## config.mk

```make
export PLATFORM = sky130hd
export DESIGN_NAME = reg_file_wb
export DESIGN_NICKNAME = d
export VERILOG_FILES = /design/src/rtl/cpu_pkg.sv /design/src/rtl/reg_scoreboard.sv /design/src/rtl/reg_file_wb.sv
export SDC_FILE = /design/constraint.sdc
export NUM_CORES = 1
export LEC_CHECK = 0
export ABC_AREA = 0
export CAP_MARGIN = 15
export CORE_ASPECT_RATIO = 1.25
export CORE_MARGIN = 2
export CORE_UTILIZATION = 62
export DETAILED_ROUTE_END_ITERATION = 8
export GPL_TIMING_DRIVEN = 0
export PLACE_DENSITY = 0.86
export SYNTH_ARGS = -nofsm -noshare
export SYNTH_HDL_FRONTEND = slang
export SYNTH_SLANG_ARGS = --single-unit
```

## constraint.sdc

```tcl
create_clock -name CLK -period 2.8 [get_ports CLK]
set_input_delay 0.28 -clock CLK [delete_from_list [all_inputs] [get_ports CLK]]
set_output_delay 0.28 -clock CLK [all_outputs]
set_load 0.005 [all_outputs]
```

## src/rtl/cpu_pkg.sv

```systemverilog
// Shared CPU constants and types for the register file and its load scoreboard.
// Optional feature macro used by the register-file files: REGFILE_BYPASS_EN.
package cpu_pkg;

    localparam int DATA_W     = 8;
    localparam int REG_ADDR_W = 3;
    // Sized from the address width so every address maps to a real register.
    localparam int NUM_REGS   = 2 ** REG_ADDR_W;

    typedef logic [DATA_W-1:0]     data_t;
    typedef logic [REG_ADDR_W-1:0] reg_addr_t;

    // Register-address comparator shared by the hazard and forwarding logic.
    function automatic logic addr_match(input reg_addr_t a, input reg_addr_t b);
        return (a == b);
    endfunction

endpackage

```

## src/rtl/reg_scoreboard.sv

```systemverilog
// One-entry load scoreboard: tracks the single outstanding load destination
// and flags reads or writes that would race it.
// Optional feature macro: REGFILE_BYPASS_EN (returning load data is forwarded,
// so read matches stop stalling during the return cycle).
import cpu_pkg::*;

module reg_scoreboard (
    input  logic      clk,
    input  logic      rst_n,
    input  logic      busywait,
    input  logic      load_pend,
    input  logic      load_valid,
    input  logic      we,
    input  reg_addr_t in_addr,
    input  reg_addr_t rd1_addr,
    input  reg_addr_t rd2_addr,
    output reg_addr_t pend_addr,
    output logic      retire,
    output logic      hazard
);

    logic      pend_valid_r;
    reg_addr_t pend_addr_r;
    logic      retire_s;
    logic      issue_s;
    logic      rd_hit_s;
    logic      hazard_s;

    // A return frees the slot in the same edge, so a new load may issue back-to-back.
    assign retire_s = load_valid & pend_valid_r;
    assign issue_s  = load_pend & ~busywait & (~pend_valid_r | retire_s);

    // Pending-load state: issue has priority because a retiring load is already done.
    always_ff @(posedge clk or negedge rst_n) begin
        if (!rst_n) begin
            pend_valid_r <= 1'b0;
            pend_addr_r  <= {REG_ADDR_W{1'b0}};
        end else if (issue_s) begin
            pend_valid_r <= 1'b1;
            pend_addr_r  <= in_addr;
        end else if (retire_s) begin
            pend_valid_r <= 1'b0;
            pend_addr_r  <= pend_addr_r;
        end else begin
            pend_valid_r <= pend_valid_r;
            pend_addr_r  <= pend_addr_r;
        end
    end

    // Hazard: any use of the pending destination, or a second load attempt.
    always_comb begin
        rd_hit_s = addr_match(rd1_addr, pend_addr_r) | addr_match(rd2_addr, pend_addr_r);
`ifdef REGFILE_BYPASS_EN
        if (load_valid) begin
            rd_hit_s = 1'b0;
        end else begin
            rd_hit_s = addr_match(rd1_addr, pend_addr_r) | addr_match(rd2_addr, pend_addr_r);
        end
`endif
        if (pend_valid_r) begin
            hazard_s = rd_hit_s | (we & addr_match(in_addr, pend_addr_r)) | load_pend;
        end else begin
            hazard_s = 1'b0;
        end
    end

    assign pend_addr = pend_addr_r;
    assign retire    = retire_s;
    assign hazard    = hazard_s;

endmodule

```

## src/rtl/reg_file_wb.sv

```systemverilog
// 8x8 CPU register file with an ALU write port, a load-return write port and
// a one-entry load scoreboard that raises HAZARD for the control unit.
// Optional feature macro: REGFILE_BYPASS_EN (read ports forward same-edge
// write data; load data takes priority over ALU data).
import cpu_pkg::*;

module reg_file_wb (
    input  logic      CLK,
    input  logic      RESET,
    input  data_t     IN,
    input  reg_addr_t INADDRESS,
    input  logic      WRITEENABLE,
    input  logic      BUSYWAIT,
    input  logic      LOAD_PEND,
    input  logic      LOAD_VALID,
    input  data_t     LOAD_DATA,
    input  reg_addr_t OUT1ADDRESS,
    input  reg_addr_t OUT2ADDRESS,
    output data_t     OUT1,
    output data_t     OUT2,
    output logic      HAZARD
);

    data_t     regs_r [NUM_REGS];
    logic      alu_commit_s;
    logic      retire_s;
    reg_addr_t pend_addr_s;
    data_t     rd1_s;
    data_t     rd2_s;

    // A load issue occupies the write-address bus, so it blocks the ALU write.
    assign alu_commit_s = WRITEENABLE & ~BUSYWAIT & ~LOAD_PEND;

    reg_scoreboard u_scoreboard (
        .clk        (CLK),
        .rst_n      (RESET),
        .busywait   (BUSYWAIT),
        .load_pend  (LOAD_PEND),
        .load_valid (LOAD_VALID),
        .we         (WRITEENABLE),
        .in_addr    (INADDRESS),
        .rd1_addr   (OUT1ADDRESS),
        .rd2_addr   (OUT2ADDRESS),
        .pend_addr  (pend_addr_s),
        .retire     (retire_s),
        .hazard     (HAZARD)
    );

    // Register array: the ALU write is the younger instruction and wins a same-register tie.
    always_ff @(posedge CLK or negedge RESET) begin
        if (!RESET) begin
            for (int i = 0; i < NUM_REGS; i++) begin
                regs_r[i] <= {DATA_W{1'b0}};
            end
        end else begin
            for (int i = 0; i < NUM_REGS; i++) begin
                if (alu_commit_s && addr_match(INADDRESS, reg_addr_t'(i))) begin
                    regs_r[i] <= IN;
                end else if (retire_s && addr_match(pend_addr_s, reg_addr_t'(i))) begin
                    regs_r[i] <= LOAD_DATA;
                end else begin
                    regs_r[i] <= regs_r[i];
                end
            end
        end
    end

    // Read port 1: committed contents, optionally forwarding this edge's write data.
    always_comb begin
        rd1_s = regs_r[OUT1ADDRESS];
`ifdef REGFILE_BYPASS_EN
        if (retire_s && addr_match(OUT1ADDRESS, pend_addr_s)) begin
            rd1_s = LOAD_DATA;
        end else if (alu_commit_s && addr_match(OUT1ADDRESS, INADDRESS)) begin
            rd1_s = IN;
        end else begin
            rd1_s = regs_r[OUT1ADDRESS];
        end
`endif
    end

    // Read port 2: same selection as port 1.
    always_comb begin
        rd2_s = regs_r[OUT2ADDRESS];
`ifdef REGFILE_BYPASS_EN
        if (retire_s && addr_match(OUT2ADDRESS, pend_addr_s)) begin
            rd2_s = LOAD_DATA;
        end else if (alu_commit_s && addr_match(OUT2ADDRESS, INADDRESS)) begin
            rd2_s = IN;
        end else begin
            rd2_s = regs_r[OUT2ADDRESS];
        end
`endif
    end

    assign OUT1 = rd1_s;
    assign OUT2 = rd2_s;

endmodule

```

# After elaboration in Yosys (flattened, before gate mapping)
# Index checks and enable logic that the tools add are counted.
[totals] word_cells=96 input_bits=31 regBits=68 output_inout_bits=17
[classes] n_eq_ne=17 n_mux=25 reduce_logical=27 n_lt_le_gt_ge=2 bitwise=15
[ops] operator="two-way mux 8 bit" count=20
[ops] operator="binary-select mux 8 bit (select 3 bit)" count=2
[ops] operator="equality test 3 bit, second input constant" count=8
[ops] operator="nonzero test 2 bit" count=9
[ops] operator="logical AND 1 bit" count=16
[ops] operator="equality test 3 x 2 -> 1 bit, second input constant" count=4
[ops] operator="equality test 3 bit" count=3
[ops] operator=">= comparator 4 bit, second input constant" count=2
[ops] operator="NOT 3 -> 4 bit" count=2
[ops] operator="AND 1 bit" count=6
[ops] operator="equality test 3 x 1 -> 1 bit, second input constant" count=2
[ops] operator="zero test 3 bit" count=2
[ops] operator="bitwise OR 1 bit" count=4
[ops] operator="two-way mux 1 bit" count=3
[ops] operator="NOT 1 bit" count=3

# Logic depth before layout (Yosys ltp)
[logic_depth] word_depth=5 mapped_depth=6 ltp_nobuf=3

# Hierarchy
# From an unflattened synthesis, not the netlist that was laid out.
[unflattened] hier_cells=306 hier_area_um2=4544.4
[modules_own_cells] mod="reg_file_wb" instances=1 area_per_inst_um2=4275.4 cells_per_inst=280 seq_area_each_um2=1601.5
[modules_own_cells] mod="reg_scoreboard" instances=1 area_per_inst_um2=269.0 cells_per_inst=26 seq_area_each_um2=100.1

# Least setup slack after synthesis
# No wires, ideal clock.
[synth_path] kind="input-to-output" from="in OUT1ADDRESS[0]" to="out OUT1[0]" arrival_time_ns=1.616 n_path_buf=2 path_stages=4 required_ns=2.520 path_slack_ns=0.904 cell_sequence="buf_2 -> buf_2 -> mux4_2 -> mux2_2"
[synth_between] elab_chain_cells=4
[synth_lines] item="start, declared" line="reg_file_wb.sv:17" text="input reg_addr_t OUT1ADDRESS,"
[synth_lines] item="NOT 3 -> 4 bit (not written as such)" line="reg_file_wb.sv:70" text="rd1_s = regs_r[OUT1ADDRESS];"
[synth_lines] item="binary-select mux 8 bit (select 3 bit)" line="reg_file_wb.sv:70"
[synth_lines] item="two-way mux 8 bit (not written as such) (2 in a row)" line="reg_file_wb.sv:70"
[synth_lines] item="end, declared" line="reg_file_wb.sv:19" text="output data_t OUT1,"
# No other way between the ends. The select of a mux whose other input is x is not followed.

# Worst setup path after layout
[layout_path] from="in OUT1ADDRESS[1]" to="out OUT1[5]"
# The elaborated chain is that of the path after synthesis.

==> impl_metrics.env <==
export IMPL_cpPeakStageDelay_ns=0.60
export IMPL_final_area_mm2=0.00540
export IMPL_reg2reg_slack_ns=0.76
export IMPL_clock_skew_final_ns=0.0141
export IMPL_drt_initial_drc_count=758
export IMPL_grt_pass1_vias=4901
export IMPL_status="completed"
export IMPL_fin_hold_ws_ns=0.0227
export IMPL_finalSetupViolCount=0
export IMPL_vias_per_cell=7.62
export IMPL_grt_start_max_net_pins=69
export IMPL_end_kind="primary output"
export IMPL_slew_viol_final=0
export IMPL_final_hold_violation_count=0
export IMPL_ff2ff_path_depth=6
export IMPL_ys_types=27
export IMPL_final_cells=649
export IMPL_syn_area_per_cell_um2=9.30
export IMPL_drive_above_1_share_pct=16.0
export IMPL_fin_nets=584
export IMPL_cp_data_required_time_ns=2.52
export IMPL_totalWireLength_mm=17.4
export IMPL_postCtsSetupBuffers=0
export IMPL_crit_type="in2out"
export IMPL_power_density_mw_per_mm2=845
export IMPL_dr_pass1_iters=7
export IMPL_rsz0062_at_grt="no"
export IMPL_tightest_slew_ns=0.935
export IMPL_timing_fmax_mhz=364
export IMPL_clock_latency_ns=0.37
export IMPL_dp_cells=635
export IMPL_seq_area_frac_synth_pct=35.9
export IMPL_gp_congestion=0.997
export IMPL_antenna_found_initial=0
export IMPL_numCtsBuffers=9
export IMPL_fin_crit_ns=2.75
export IMPL_cts_sinks=68
export IMPL_via_count=4944
export IMPL_syn_num_nets=541
export IMPL_ys_ff_latch=68
export IMPL_r2r_start="u_scoreboard.pend_addr[0]$_DFFE_PN0P_"
export IMPL_cts_max_level=3
export IMPL_core_mm2=0.00740
export IMPL_route_detailed_drc=0
export IMPL_finalSetupTns_ns=0
export IMPL_worstHoldPathType="in2async"
export IMPL_critical_path_arrival_ns=2.47
export IMPL_cp_start_kind="primary input"
export IMPL_dpl_cell_area_mm2=0.00518
export IMPL_period_share_pct=98.2
export IMPL_clkTransAtPathRegs_ns=0.08
export IMPL_clock_root_buffer="clkbuf_8"
export IMPL_antenna_cells=0
export IMPL_path_cells="clkbuf_1 > buf_1 > mux4_2 > mux2_2 > clkdlybuf4s50_1"
export IMPL_grt_total_usage_pct=44.3
export IMPL_total_power_mw=4.56
export IMPL_maxCapViolations=0
export IMPL_start_util_pct=64.1
export IMPL_slew_headroom_pct=37.6
export IMPL_peakVddDrop_mv=0.545
export IMPL_rows=35
export IMPL_final_antenna_net_count=0
export IMPL_detailed_place_hpwl_mm=11.8
export IMPL_yosysWarnings=0
export IMPL_clock_path_buffers=2
export IMPL_final_cell_mix="dfrtp_1, o21ai_0, nor3_1"
export IMPL_worstPathMaxFanout=10
export IMPL_synth_cell_area_mm2=0.00474
export IMPL_fp_dieW_um=82.2
export IMPL_area_growth_pct=13.9
export IMPL_io_pin_count=48
export IMPL_final_common_cell="dfrtp_1"
export IMPL_overflow=0
export IMPL_grt_pass1_wl_mm=26.5
export IMPL_timing_rr_end="regs_r[62]$_DFFE_PN0P_"
export IMPL_die_y_um=102
export IMPL_netlist_instances=510
export IMPL_cts_tree="yes"
export IMPL_port_buffer_count=33
export IMPL_fp_dieArea_mm2=0.00837
export IMPL_p_leak_nw=1.91
export IMPL_setup_worst_path_start="OUT1ADDRESS[1]"
export IMPL_wl_per_cell_um=26.7
export IMPL_critPathSlowestCell="buf_1"
-- where the power goes --
part	leakage (nW)	internal (mW)	switching [mW]	total, mW
sequential	0.825	1.42	0.370	1.79
clock	0.105	0.498	0.432	0.930
combinational	0.977	0.991	0.851	1.84
total	1.91	2.91	1.65	4.56
-- sequential cells by signal (all words and copies together) (netlist names) --
name / cells
regs_r: 64
u_scoreboard.pend_addr: 3
u_scoreboard.pend_valid_r: 1
-- worst max-delay path, delay by kind of cell --
kind                   cells  cell delay, ns
buffers and inverters      3            1.44
multiplexers               2            0.74
-- synthesized netlist by cell type --
cell type / n / area, um2
dfrtp_1: 68 / 1700
buf_6: 2 / 22.5
nand3_1: 3 / 15.0
nor3b_1: 8 / 60.1
mux4_2: 32 / 721
o21ai_0: 65 / 325
or2_1: 3 / 18.8
and3_1: 1 / 6.26
buf_2: 12 / 60.1
or4b_1: 1 / 10.0
buf_1: 14 / 52.6
nand2_1: 50 / 188
a31oi_2: 2 / 25.0
nand2b_1: 5 / 31.3
or2_2: 3 / 18.8
inv_1: 2 / 7.51
nand4_1: 16 / 100
clkbuf_1: 43 / 161
or2_0: 4 / 25.0
a41oi_1: 1 / 8.76
nand3b_1: 2 / 15.0
mux2_2: 19 / 214
xnor2_1: 9 / 78.8
nand4bb_1: 1 / 11.3
and3b_1: 17 / 149
nor3_1: 64 / 320
a31oi_1: 63 / 394
-- logic make-up after synthesis --
kind of cell | count (synthesis) | share of synthesized area, %
AO/OA/AOI/OAI | 131 | 15.9
XOR/XNOR | 9 | 1.66
buffers and inverters | 73 | 6.41
flip-flops | 68 | 35.9
multiplexers | 51 | 19.7
AND/OR/NAND/NOR | 178 | 20.4
-- metal layers --
layer / vias up / wire, um / track usage, %
met2: 512 / 7720 / 63.3
met1: 2306 / 5930 / 54.6
met5: - / 0 / 0
met4: 0 / 1300 / 33.1
met3: 110 / 2410 / 15.5
li1: 2016 / - / -
-- area by class of cell --
cell class / instances / area [um2]
fill: 569 / 2000
multi-input combinational: 369 / 2740
timing repair buffer: 33 / 328
buffer: 70 / 297
tap: 92 / 115
clock buffer: 9 / 124
sequential: 68 / 1700
clock inverter: 6 / 90.1
inverter: 2 / 7.51
-- how the worst max path moves through the flow --
stage	end	slack [ns]	cells after the start
after floorplan	OUT1[0]	0.90	4
after global placement	regs_r[59]$_DFFE_PN0P_	-0.95	1
after detailed placement	OUT2[1]	0.05	5
after CTS	OUT2[1]	0.04	5
after global routing	OUT1[5]	0.007	5
final	OUT1[5]	0.05	5
-- what timing repair did --
item | CTS | global route
hold endpoints to repair | 0 | 0
resized for setup | 1 | 4
setup endpoints to repair | 1 | 3
hold buffers | 0 | 0
-- per-stage QoR --
step	setup slack, ns	utilization [%]
2_1_floorplan	0.904	-
3_3_place_gp	-0.948	70.1
3_5_place_dp	0.0503	70.0
4_1_cts	0.0411	73.0
5_1_grt	0.00656	72.9
6_report	0.0503	72.9
No activity file was read; power rests on OpenSTA's default activity.
